===== src/rtl/imem_uart_loader_if.sv =====
// -----------------------------------------------------------------------------
// imem_uart_loader_if
// Write port of the 512x16 instruction RAM as driven by the serial loader.
//   imem_we    : one-cycle write strobe per instruction word
//   imem_addr  : 9-bit word address, stable while imem_we is high
//   imem_wdata : 16-bit instruction word, stable while imem_we is high
// Modports: master (loader side, drives), slave (RAM side, receives).
// -----------------------------------------------------------------------------
interface imem_wr_if;
  logic        imem_we;
  logic [8:0]  imem_addr;
  logic [15:0] imem_wdata;

  modport master (output imem_we, output imem_addr, output imem_wdata);
  modport slave  (input  imem_we, input  imem_addr, input  imem_wdata);
endinterface


===== src/rtl/imem_uart_loader.sv =====
// -----------------------------------------------------------------------------
// imem_uart_loader
// Serial program loader for the instruction RAM. Receives an 8N1 UART frame
//   0x55, count_hi, count_lo, N x (data_hi, data_lo) [, checksum]
// and writes the big-endian 16-bit words to consecutive addresses from 0.
// The processor is held in reset (cpu_hold) from the 0x55 command byte until
// the load completes successfully.
//
// Ports:
//   clk        : system clock
//   reset      : synchronous, active-high reset
//   uart_rx    : asynchronous serial input, idle high, LSB first
//   imem       : instruction RAM write port (imem_wr_if.master)
//   cpu_hold   : processor held in reset while high
//   load_done  : sticky, last load completed
//   load_err   : sticky, last load aborted (framing, timeout, count, checksum)
//
// Build option: define IMEM_LOADER_CHECKSUM_EN to require a trailing XOR
// checksum byte (XOR of count_hi through the last data byte).
// -----------------------------------------------------------------------------
module imem_uart_loader #(
  parameter int CLK_FREQ_HZ  = 100_000_000,
  parameter int BAUD         = 115200,
  parameter int TIMEOUT_CLKS = 10_000_000
) (
  input  logic       clk,
  input  logic       reset,
  input  logic       uart_rx,
  imem_wr_if.master  imem,
  output logic       cpu_hold,
  output logic       load_done,
  output logic       load_err
);

  localparam int CLKS_PER_BIT = CLK_FREQ_HZ / BAUD;
  localparam int HALF_BIT     = CLKS_PER_BIT / 2;
  localparam int CNT_W        = $clog2(CLKS_PER_BIT + 1);
  localparam int TMO_W        = $clog2(TIMEOUT_CLKS + 1);

  // ---------------------------------------------------------------------------
  // UART receive front end
  // ---------------------------------------------------------------------------
  typedef enum logic [1:0] {RX_IDLE, RX_START, RX_DATA, RX_STOP} rx_state_t;

  rx_state_t        rx_state_q, rx_state_d;
  logic [1:0]       rx_sync_q;
  logic             rx_prev_q;
  logic [CNT_W-1:0] bit_cnt_q, bit_cnt_d;
  logic [2:0]       nbit_q, nbit_d;
  logic [7:0]       shift_q, shift_d;
  logic             rx_s;
  logic             byte_valid;
  logic             frame_err;
  logic [7:0]       rx_byte;

  assign rx_s    = rx_sync_q[1];
  assign rx_byte = shift_q;

  always_ff @(posedge clk) begin
    if (reset) begin
      rx_sync_q  <= 2'b11;
      rx_prev_q  <= 1'b1;
      rx_state_q <= RX_IDLE;
      bit_cnt_q  <= '0;
      nbit_q     <= '0;
      shift_q    <= '0;
    end else begin
      rx_sync_q  <= {rx_sync_q[0], uart_rx};
      rx_prev_q  <= rx_s;
      rx_state_q <= rx_state_d;
      bit_cnt_q  <= bit_cnt_d;
      nbit_q     <= nbit_d;
      shift_q    <= shift_d;
    end
  end

  always_comb begin
    rx_state_d = rx_state_q;
    bit_cnt_d  = bit_cnt_q;
    nbit_d     = nbit_q;
    shift_d    = shift_q;
    byte_valid = 1'b0;
    frame_err  = 1'b0;
    case (rx_state_q)
      RX_IDLE: begin
        if (rx_prev_q && !rx_s) begin
          rx_state_d = RX_START;
          bit_cnt_d  = '0;
        end
      end
      RX_START: begin
        // Mid-start re-sample: a high line means the edge was a glitch.
        if (bit_cnt_q == CNT_W'(HALF_BIT - 1)) begin
          bit_cnt_d  = '0;
          nbit_d     = '0;
          rx_state_d = rx_s ? RX_IDLE : RX_DATA;
        end else begin
          bit_cnt_d = bit_cnt_q + 1'b1;
        end
      end
      RX_DATA: begin
        if (bit_cnt_q == CNT_W'(CLKS_PER_BIT - 1)) begin
          bit_cnt_d = '0;
          shift_d   = {rx_s, shift_q[7:1]};
          if (nbit_q == 3'd7) rx_state_d = RX_STOP;
          else                nbit_d     = nbit_q + 1'b1;
        end else begin
          bit_cnt_d = bit_cnt_q + 1'b1;
        end
      end
      RX_STOP: begin
        if (bit_cnt_q == CNT_W'(CLKS_PER_BIT - 1)) begin
          bit_cnt_d  = '0;
          rx_state_d = RX_IDLE;
          if (rx_s) byte_valid = 1'b1;
          else      frame_err  = 1'b1;
        end else begin
          bit_cnt_d = bit_cnt_q + 1'b1;
        end
      end
      default: rx_state_d = RX_IDLE;
    endcase
  end

  // ---------------------------------------------------------------------------
  // Frame parser / RAM writer
  // ---------------------------------------------------------------------------
  typedef enum logic [2:0] {
    IDLE,
    CNT_HI,
    CNT_LO,
    DATA_HI,
    DATA_LO
`ifdef IMEM_LOADER_CHECKSUM_EN
    , CHK
`endif
  } ld_state_t;

  ld_state_t        state_q, state_d;
  logic [8:0]       addr_q, addr_d;
  logic [9:0]       remaining_q, remaining_d;
  logic [7:0]       cnt_hi_q, cnt_hi_d;
  logic [7:0]       hi_q, hi_d;
  logic [TMO_W-1:0] tmo_q, tmo_d;
  logic             we_q, we_d;
  logic [15:0]      wdata_q, wdata_d;
  logic             hold_q, hold_d;
  logic             done_q, done_d;
  logic             err_q, err_d;
  logic [15:0]      count_w;
`ifdef IMEM_LOADER_CHECKSUM_EN
  logic [7:0]       chk_q, chk_d;
`endif

  assign count_w = {cnt_hi_q, rx_byte};

  always_ff @(posedge clk) begin
    if (reset) begin
      state_q     <= IDLE;
      addr_q      <= '0;
      remaining_q <= '0;
      cnt_hi_q    <= '0;
      hi_q        <= '0;
      tmo_q       <= '0;
      we_q        <= 1'b0;
      wdata_q     <= '0;
      hold_q      <= 1'b0;
      done_q      <= 1'b0;
      err_q       <= 1'b0;
`ifdef IMEM_LOADER_CHECKSUM_EN
      chk_q       <= '0;
`endif
    end else begin
      state_q     <= state_d;
      addr_q      <= addr_d;
      remaining_q <= remaining_d;
      cnt_hi_q    <= cnt_hi_d;
      hi_q        <= hi_d;
      tmo_q       <= tmo_d;
      we_q        <= we_d;
      wdata_q     <= wdata_d;
      hold_q      <= hold_d;
      done_q      <= done_d;
      err_q       <= err_d;
`ifdef IMEM_LOADER_CHECKSUM_EN
      chk_q       <= chk_d;
`endif
    end
  end

  always_comb begin
    state_d     = state_q;
    addr_d      = addr_q;
    remaining_d = remaining_q;
    cnt_hi_d    = cnt_hi_q;
    hi_d        = hi_q;
    tmo_d       = tmo_q;
    we_d        = 1'b0;
    wdata_d     = wdata_q;
    hold_d      = hold_q;
    done_d      = done_q;
    err_d       = err_q;
`ifdef IMEM_LOADER_CHECKSUM_EN
    chk_d       = chk_q;
`endif

    // Address advances the cycle after a strobe, but only when more words
    // follow, so the final address is held and a 512-word load never wraps.
    if (we_q && state_q == DATA_HI) addr_d = addr_q + 1'b1;

    if (state_q != IDLE) tmo_d = byte_valid ? '0 : tmo_q + 1'b1;

    case (state_q)
      IDLE: begin
        if (byte_valid && rx_byte == 8'h55) begin
          hold_d  = 1'b1;
          done_d  = 1'b0;
          err_d   = 1'b0;
          addr_d  = '0;
          tmo_d   = '0;
`ifdef IMEM_LOADER_CHECKSUM_EN
          chk_d   = '0;
`endif
          state_d = CNT_HI;
        end
      end
      CNT_HI: begin
        if (byte_valid) begin
          cnt_hi_d = rx_byte;
          state_d  = CNT_LO;
        end
      end
      CNT_LO: begin
        if (byte_valid) begin
          if (count_w == 16'd0 || count_w > 16'd512) begin
            err_d   = 1'b1;
            state_d = IDLE;
          end else begin
            remaining_d = count_w[9:0];
            state_d     = DATA_HI;
          end
        end
      end
      DATA_HI: begin
        if (byte_valid) begin
          hi_d    = rx_byte;
          state_d = DATA_LO;
        end
      end
      DATA_LO: begin
`ifndef IMEM_LOADER_CHECKSUM_EN
        // remaining_q reaches zero only on the cycle after the last strobe.
        if (remaining_q == 10'd0) begin
          done_d  = 1'b1;
          hold_d  = 1'b0;
          state_d = IDLE;
        end else
`endif
        if (byte_valid) begin
          we_d        = 1'b1;
          wdata_d     = {hi_q, rx_byte};
          remaining_d = remaining_q - 1'b1;
          if (remaining_q == 10'd1) begin
`ifdef IMEM_LOADER_CHECKSUM_EN
            state_d = CHK;
`else
            state_d = DATA_LO;
`endif
          end else begin
            state_d = DATA_HI;
          end
        end
      end
`ifdef IMEM_LOADER_CHECKSUM_EN
      CHK: begin
        if (byte_valid) begin
          state_d = IDLE;
          if (rx_byte == chk_q) begin
            done_d = 1'b1;
            hold_d = 1'b0;
          end else begin
            err_d = 1'b1;
          end
        end
      end
`endif
      default: state_d = IDLE;
    endcase

`ifdef IMEM_LOADER_CHECKSUM_EN
    if (byte_valid && (state_q == CNT_HI || state_q == CNT_LO ||
                       state_q == DATA_HI || state_q == DATA_LO))
      chk_d = chk_q ^ rx_byte;
`endif

    // In-frame aborts. A byte in the expiry cycle clears the timer instead.
    if (state_q != IDLE &&
        (frame_err || (!byte_valid && tmo_q == TMO_W'(TIMEOUT_CLKS - 1)))) begin
      err_d   = 1'b1;
      state_d = IDLE;
    end
  end

  assign imem.imem_we    = we_q;
  assign imem.imem_addr  = addr_q;
  assign imem.imem_wdata = wdata_q;
  assign cpu_hold        = hold_q;
  assign load_done       = done_q;
  assign load_err        = err_q;

endmodule

===== src/flat_wrapper.sv =====
// flat-port wrapper written by rule: the top's interface ports become plain ports
module imem_uart_loader_flat 
#(
  parameter int CLK_FREQ_HZ  = 100_000_000,
  parameter int BAUD         = 115200,
  parameter int TIMEOUT_CLKS = 10_000_000
)
  (clk, reset, uart_rx, cpu_hold, load_done, load_err, imem_imem_we, imem_imem_addr, imem_imem_wdata);
  imem_wr_if imem_i ();
  input  logic clk;
  input  logic reset;
  input  logic uart_rx;
  output logic cpu_hold;
  output logic load_done;
  output logic load_err;
  output wire logic [$bits(imem_i.imem_we)-1:0] imem_imem_we;
  output wire logic [$bits(imem_i.imem_addr)-1:0] imem_imem_addr;
  output wire logic [$bits(imem_i.imem_wdata)-1:0] imem_imem_wdata;
  assign imem_imem_we = imem_i.imem_we;
  assign imem_imem_addr = imem_i.imem_addr;
  assign imem_imem_wdata = imem_i.imem_wdata;
  imem_uart_loader #(.CLK_FREQ_HZ(CLK_FREQ_HZ), .BAUD(BAUD), .TIMEOUT_CLKS(TIMEOUT_CLKS)) u_core (.clk(clk), .reset(reset), .uart_rx(uart_rx), .imem(imem_i), .cpu_hold(cpu_hold), .load_done(load_done), .load_err(load_err));
endmodule

===== config.mk =====
export PLATFORM = sky130hd
export DESIGN_NAME = imem_uart_loader_flat
export DESIGN_NICKNAME = d
export VERILOG_FILES = /design/src/rtl/imem_uart_loader_if.sv /design/src/rtl/imem_uart_loader.sv /design/src/flat_wrapper.sv
export SDC_FILE = /design/constraint.sdc
export NUM_CORES = 1
export LEC_CHECK = 0
export CELL_PAD_IN_SITES_DETAIL_PLACEMENT = 0
export CELL_PAD_IN_SITES_GLOBAL_PLACEMENT = 2
export CORE_MARGIN = 2
export CORE_UTILIZATION = 39
export DETAILED_ROUTE_END_ITERATION = 12
export HOLD_SLACK_MARGIN = 0.08
export PLACE_DENSITY = 0.87
export SETUP_SLACK_MARGIN = 0.3
export SYNTH_ARGS = -nofsm -noshare
export SYNTH_HDL_FRONTEND = slang
export SYNTH_SLANG_ARGS = --single-unit
export TNS_END_PERCENT = 20

===== constraint.sdc =====
create_clock -name clk -period 4.6 [get_ports clk]
set_clock_uncertainty 0.05 [all_clocks]
set_input_delay 1.38 -clock clk [delete_from_list [all_inputs] [get_ports clk]]
set_output_delay 1.38 -clock clk [all_outputs]
set_load 0.02 [all_outputs]

### Yosys cells after proc, flatten, opt, wreduce, memory -nomap -nowiden

Index checks and enable logic that the tools add are counted.

* word-level logic and storage cells: 140
* register bits after elaboration: 108
* input bits: 3

* bitwise gates (word level): 2
* magnitude comparators: 1
* add/subtract/negate cells: 5
* muxes and demuxes: 53
* reductions and logical operators: 31
* eq/ne operators: 31

Operators by type and width (number)
* 24-bit 2-to-1 mux: 4
* 10-bit 2-to-1 mux: 7
* 3-bit 2-to-1 mux: 10
* 10-bit case mux with 3 select lines: 1
* 9-bit 2-to-1 mux: 3
* 24-bit by 1-bit adder with 24-bit output, second input constant: 1
* 24-bit == test, second input constant: 1
* 2-bit by 1-bit inequality test with 1-bit output, second input constant: 11
* 10-bit case mux with 2 select lines: 1
* 16-bit by 10-bit > comparator with 1-bit output, second input constant: 1
* 16-bit zero test: 1
* 3-bit case mux with 5 select lines: 1
* 5-bit AND reduction: 3
* 1-bit 2-to-1 mux: 14
* 2-bit 2-to-1 mux: 7
* 3-bit by 1-bit inequality test with 1-bit output, second input constant: 4
* 10-bit by 1-bit adder with 10-bit output, second input constant: 1
* 10-bit by 1-bit == test with 1-bit output, second input constant: 1
* 10-bit == test, second input constant: 1
* 10-bit by 9-bit == test with 1-bit output, second input constant: 1
* 10-bit zero test: 1
* 10-bit by 1-bit subtractor with 10-bit output, second input constant: 1
* 9-bit by 1-bit adder with 9-bit output, second input constant: 1
* 8-bit by 7-bit == test with 1-bit output, second input constant: 1
* 23 further kinds: 45

### Longest topological paths before layout

* word-level depth: 9
* gate-level depth with buffers: 9
* gate-level depth less buffers: 8

### Least setup slack after synthesis

No wires, ideal clock.

* kind: flip-flop to flip-flop
* from: register u_core.shift_q[7], in the netlist u_core.rx_byte[7]
* to: register u_core.remaining_q[9]
* clock period less this slack: 2278 ps
* slack: 2322 ps
* required time: 4418 ps
* cell stages (with the launch flop): 7
* library setup time: 132 ps
* data arrival time: 2096 ps
* cell sequence: dfxtp_1 > or4_1 > nor3_4 > mux2_2 > a21oi_2 > mux2i_1 > a21oi_1

* word-level cells in the longest chain between the ends: 4
* elaborated cells between the ends (all ways): 5
* those cells by class: order compare (1); eq/ne (1); reduce/logical (3)

RTL lines
* start, declared: line imem_uart_loader.sv:50 `logic [7:0] shift_q, shift_d;`
* start signal, assigned: line imem_uart_loader.sv:73 `shift_q <= shift_d;`
* 16-bit by 10-bit > comparator with 1-bit output or 16-bit zero test (tied branches): line imem_uart_loader.sv:235 `if (count_w == 16'd0 || count_w > 16'd512) begin`
* 1-bit logical OR *: line imem_uart_loader.sv:235
* 2-bit inequality test (no source line) *
* 5-bit AND reduction (no source line) *
* end signal, assigned: line imem_uart_loader.sv:176 `remaining_q <= remaining_d;`
* end, declared: line imem_uart_loader.sv:141 `logic [9:0] remaining_q, remaining_d;`

Every way passes the cells marked *; elsewhere a longest branch is shown, timed or not.
A chain may end at the register's enable or synchronous reset.

### Final worst setup path

* from: register u_core.addr_q[2], in the netlist u_core.imem.imem_addr[2]
* to: output port imem_imem_addr[2]

RTL lines
* start, declared: line imem_uart_loader.sv:140 `logic [8:0] addr_q, addr_d;`
* start signal, assigned: line imem_uart_loader.sv:175 `addr_q <= addr_d;`
* end, declared: line flat_wrapper.sv:17 `output wire logic [$bits(imem_i.imem_addr)-1:0] imem_imem_addr;`

No word-level cell between the ends.

==> metrics <==
status complete, no violations; Longest Clk Path Bufs 2; slew at the pin closest to its max-slew limit 1.27 ns; Hold Worst Slack between 0.3 and 0.4 ns; largest net degree at the start of global routing between 40 and 50; DRC 0; min-delay src u_core.rx_sync_q[0]$_SDFF_PP1_; Die Wd about 120 um; R2R Path End u_core.imem.imem_wdata[8]$_SDFFE_PP0P_; Top delay family on crit path buffers and inverters; first-pass GRT wire length just under 20000 um; area leader, netlist dfxtp_1; Initial Util between 30% and 40%; area of the multi-input gates 2680 um2; Row Count 41; top post-synthesis cells by count dfxtp_1, nand2_1, nor2_1, a21oi_1, nand3_1; Pwr Density between 300 and 400 nW/um2; Mapped Area 5040 um2; hold worst-path end u_core.rx_sync_q[1]$_SDFF_PP1_; Post-synth ARST share 0%; GR Overflow Total 0; CTS tree done; Leak Pwr slightly above 2 nW; RePlAce Congestion 0.783; vias post-DR ~4100; kind of critical path register to output pin; n_diodes 0; Worst Slack Setup Final between 1.5 and 2 ns; RSZ-0062 raised after global routing no; relative slew slack 14.1%; average cell area after synthesis 8.30 um2; number of global-route vias before repair ~3900; Area Overhead vs Synth 14.4%; register area share after synthesis between 40% and 50%; crit path cell chain clkdlybuf4s50_1; Cell Count, Final, Fillers Out ~800; CTS resizes 0; Synth Warn # 0; post-DP HPWL between 7000 and 8000 um; Final Cell Area 5760 um2; CP max stage delay ~0.64 ns; total power between 1.5 and 2 mW; clock sink count 108; Startpoint Class register; final wirelength about 11000 um; Clock H-tree levels 3; 1st-iter DRT viols 287; setup TNS 0 ns; min Tclk post-route between 2 and 3 ns; EDFF count, synth 0; worst hold path type register to register; Ports 32; CTS buffer count 9; Seq cells post-synth about 110; total iterations of the first detailed-routing run 4; clock latency on the worst-skew pair about 0.35 ns; Max-Cap Viols 0; WP data arrival 1.41 ns; Fmax achieved roughly 0.35 GHz; Synth top area share 42.9%; Root Buffer clkbuf_16; Register-to-Register Path Depth 6; ANT nets after route 0; worst vdd ir 0.000207 V; Netlist cell types between 60 and 70; setup violators final 0; hold depth 1; Place WS around 1.7 ns; Worst-path clk slew approximately 0.07 ns; NumNets Final 632; final hold vios 0; largest cells by area after synthesis dfxtp_1, nand2_1, a21oi_1, nor2_1, mux2i_1; number of fill cells in the layout around 1300; chip height 118 um; WL/cell ~14 um; layout cells sized above 1 approximately 6.4%; syn_nets ~620; critical path peak fanout 6; R2R Path Start u_core.state_q[1]$_SDFFE_PP0P_; Synth Flop Type dfxtp_1; count leader, synth dfxtp_1; placed cells ~780; area of the core about 13000 um2; vias per cell 5.20; register area 2160 um2; GR Util All Layers between 10% and 20%; slowest stage cell, crit path clkdlybuf4s50_1; Layout Utilization a little under half; Critical path buffers and inverters 1; Post-CTS Hold Buffers 0; # port buffers 31; fin crit share 61.7%; initial antenna violation count 0; worst path required time 3.17 ns; Slew Limit Fails 0; crit end category output pin; Synth Instances 607; dpl cell area around 5400 um2; setup bufs post-CTS 0; setup slack, reg-to-reg slightly below 2 ns; die area 13800 um2
## routing by layer
layer,share of wire (%),GRT usage [%],routed length [um],up-vias
li1,-,-,-,2142
met1,49,22.8,5550,1936
met2,46,27.3,5280,58
met3,3.5,4.41,400,10
met4,1.1,4.97,129,0
met5,0,0,0,-
## cell usage in the layout, fill, tap and decap left out, types with 4 or more instances in the layout
master             n
nand3b_1           4
xor2_1            15
dfxtp_1          108
clkdlybuf4s50_1   30
mux2i_1           17
and3_1            11
nand4_1           12
or2_2              4
ha_1               9
a21oi_1           62
nor2_1            70
clkbuf_16          9
o211ai_1           9
and2_1             4
nand2_1           96
or3_1              8
inv_1             10
nor4_1             8
xnor2_1           15
nand2b_1           5
nand3_1           22
o21ai_0           20
nor3b_1            4
nor3_1            11
## registers in the layout (all words and copies together) (netlist names), 2 cells and up, named ones only
signal                  flops
u_core.bit_cnt_q           10
u_core.hi_q                 8
u_core.tmo_q               24
u_core.nbit_q               3
u_core.imem.imem_wdata     16
u_core.cnt_hi_q             8
u_core.remaining_q         10
u_core.imem.imem_addr       9
u_core.rx_sync_q            2
u_core.state_q              3
u_core.rx_byte              8
## area by class of cell
class                      instances  area share (%)
inverter                          10           0.651
tap                              172            3.73
timing repair buffer              33            5.56
multi-input combinational        458            46.6
sequential                       108            37.5
clock inverter                     7            2.08
clock buffer                       9            3.91
## how the worst max path moves through the flow
stage	slack, ns	cells past startpoint	end	startpoint
6_report	1.76	1	imem_imem_addr[2]	u_core.imem.imem_addr[2]$_SDFF_PP0_
5_1_grt	1.67	6	u_core.imem.imem_wdata[8]$_SDFFE_PP0P_	u_core.state_q[1]$_SDFFE_PP0P_
4_1_cts	1.74	1	imem_imem_addr[2]	u_core.imem.imem_addr[2]$_SDFF_PP0_
3_5_place_dp	1.70	3	u_core.tmo_q[6]$_SDFF_PP0_	reset
3_3_place_gp	1.73	3	u_core.tmo_q[19]$_SDFF_PP0_	reset
2_1_floorplan	2.32	6	u_core.remaining_q[9]$_SDFFE_PP0P_	u_core.rx_byte[7]$_SDFFE_PP0P_
## logic make-up after synthesis
kind of cell | count (synthesis) | share of synthesized area (%)
AOI/OAI and AO/OA | 117 | 13.8
adders and majority gates | 9 | 2.23
and+or+nand+nor | 284 | 28.4
DFF | 108 | 42.9
muxes | 18 | 3.60
buffers and inverters | 41 | 3.85
xor gates and xnor gates | 30 | 5.21
## power by group
part	switching [mW]	internal (mW)	total [mW]	leakage, nW
clock	0.357	0.535	0.893	0.166
sequential	0.00346	0.938	0.941	0.870
combinational	0.0422	0.0157	0.0579	0.974
Power figures use the tool's default switching activity.
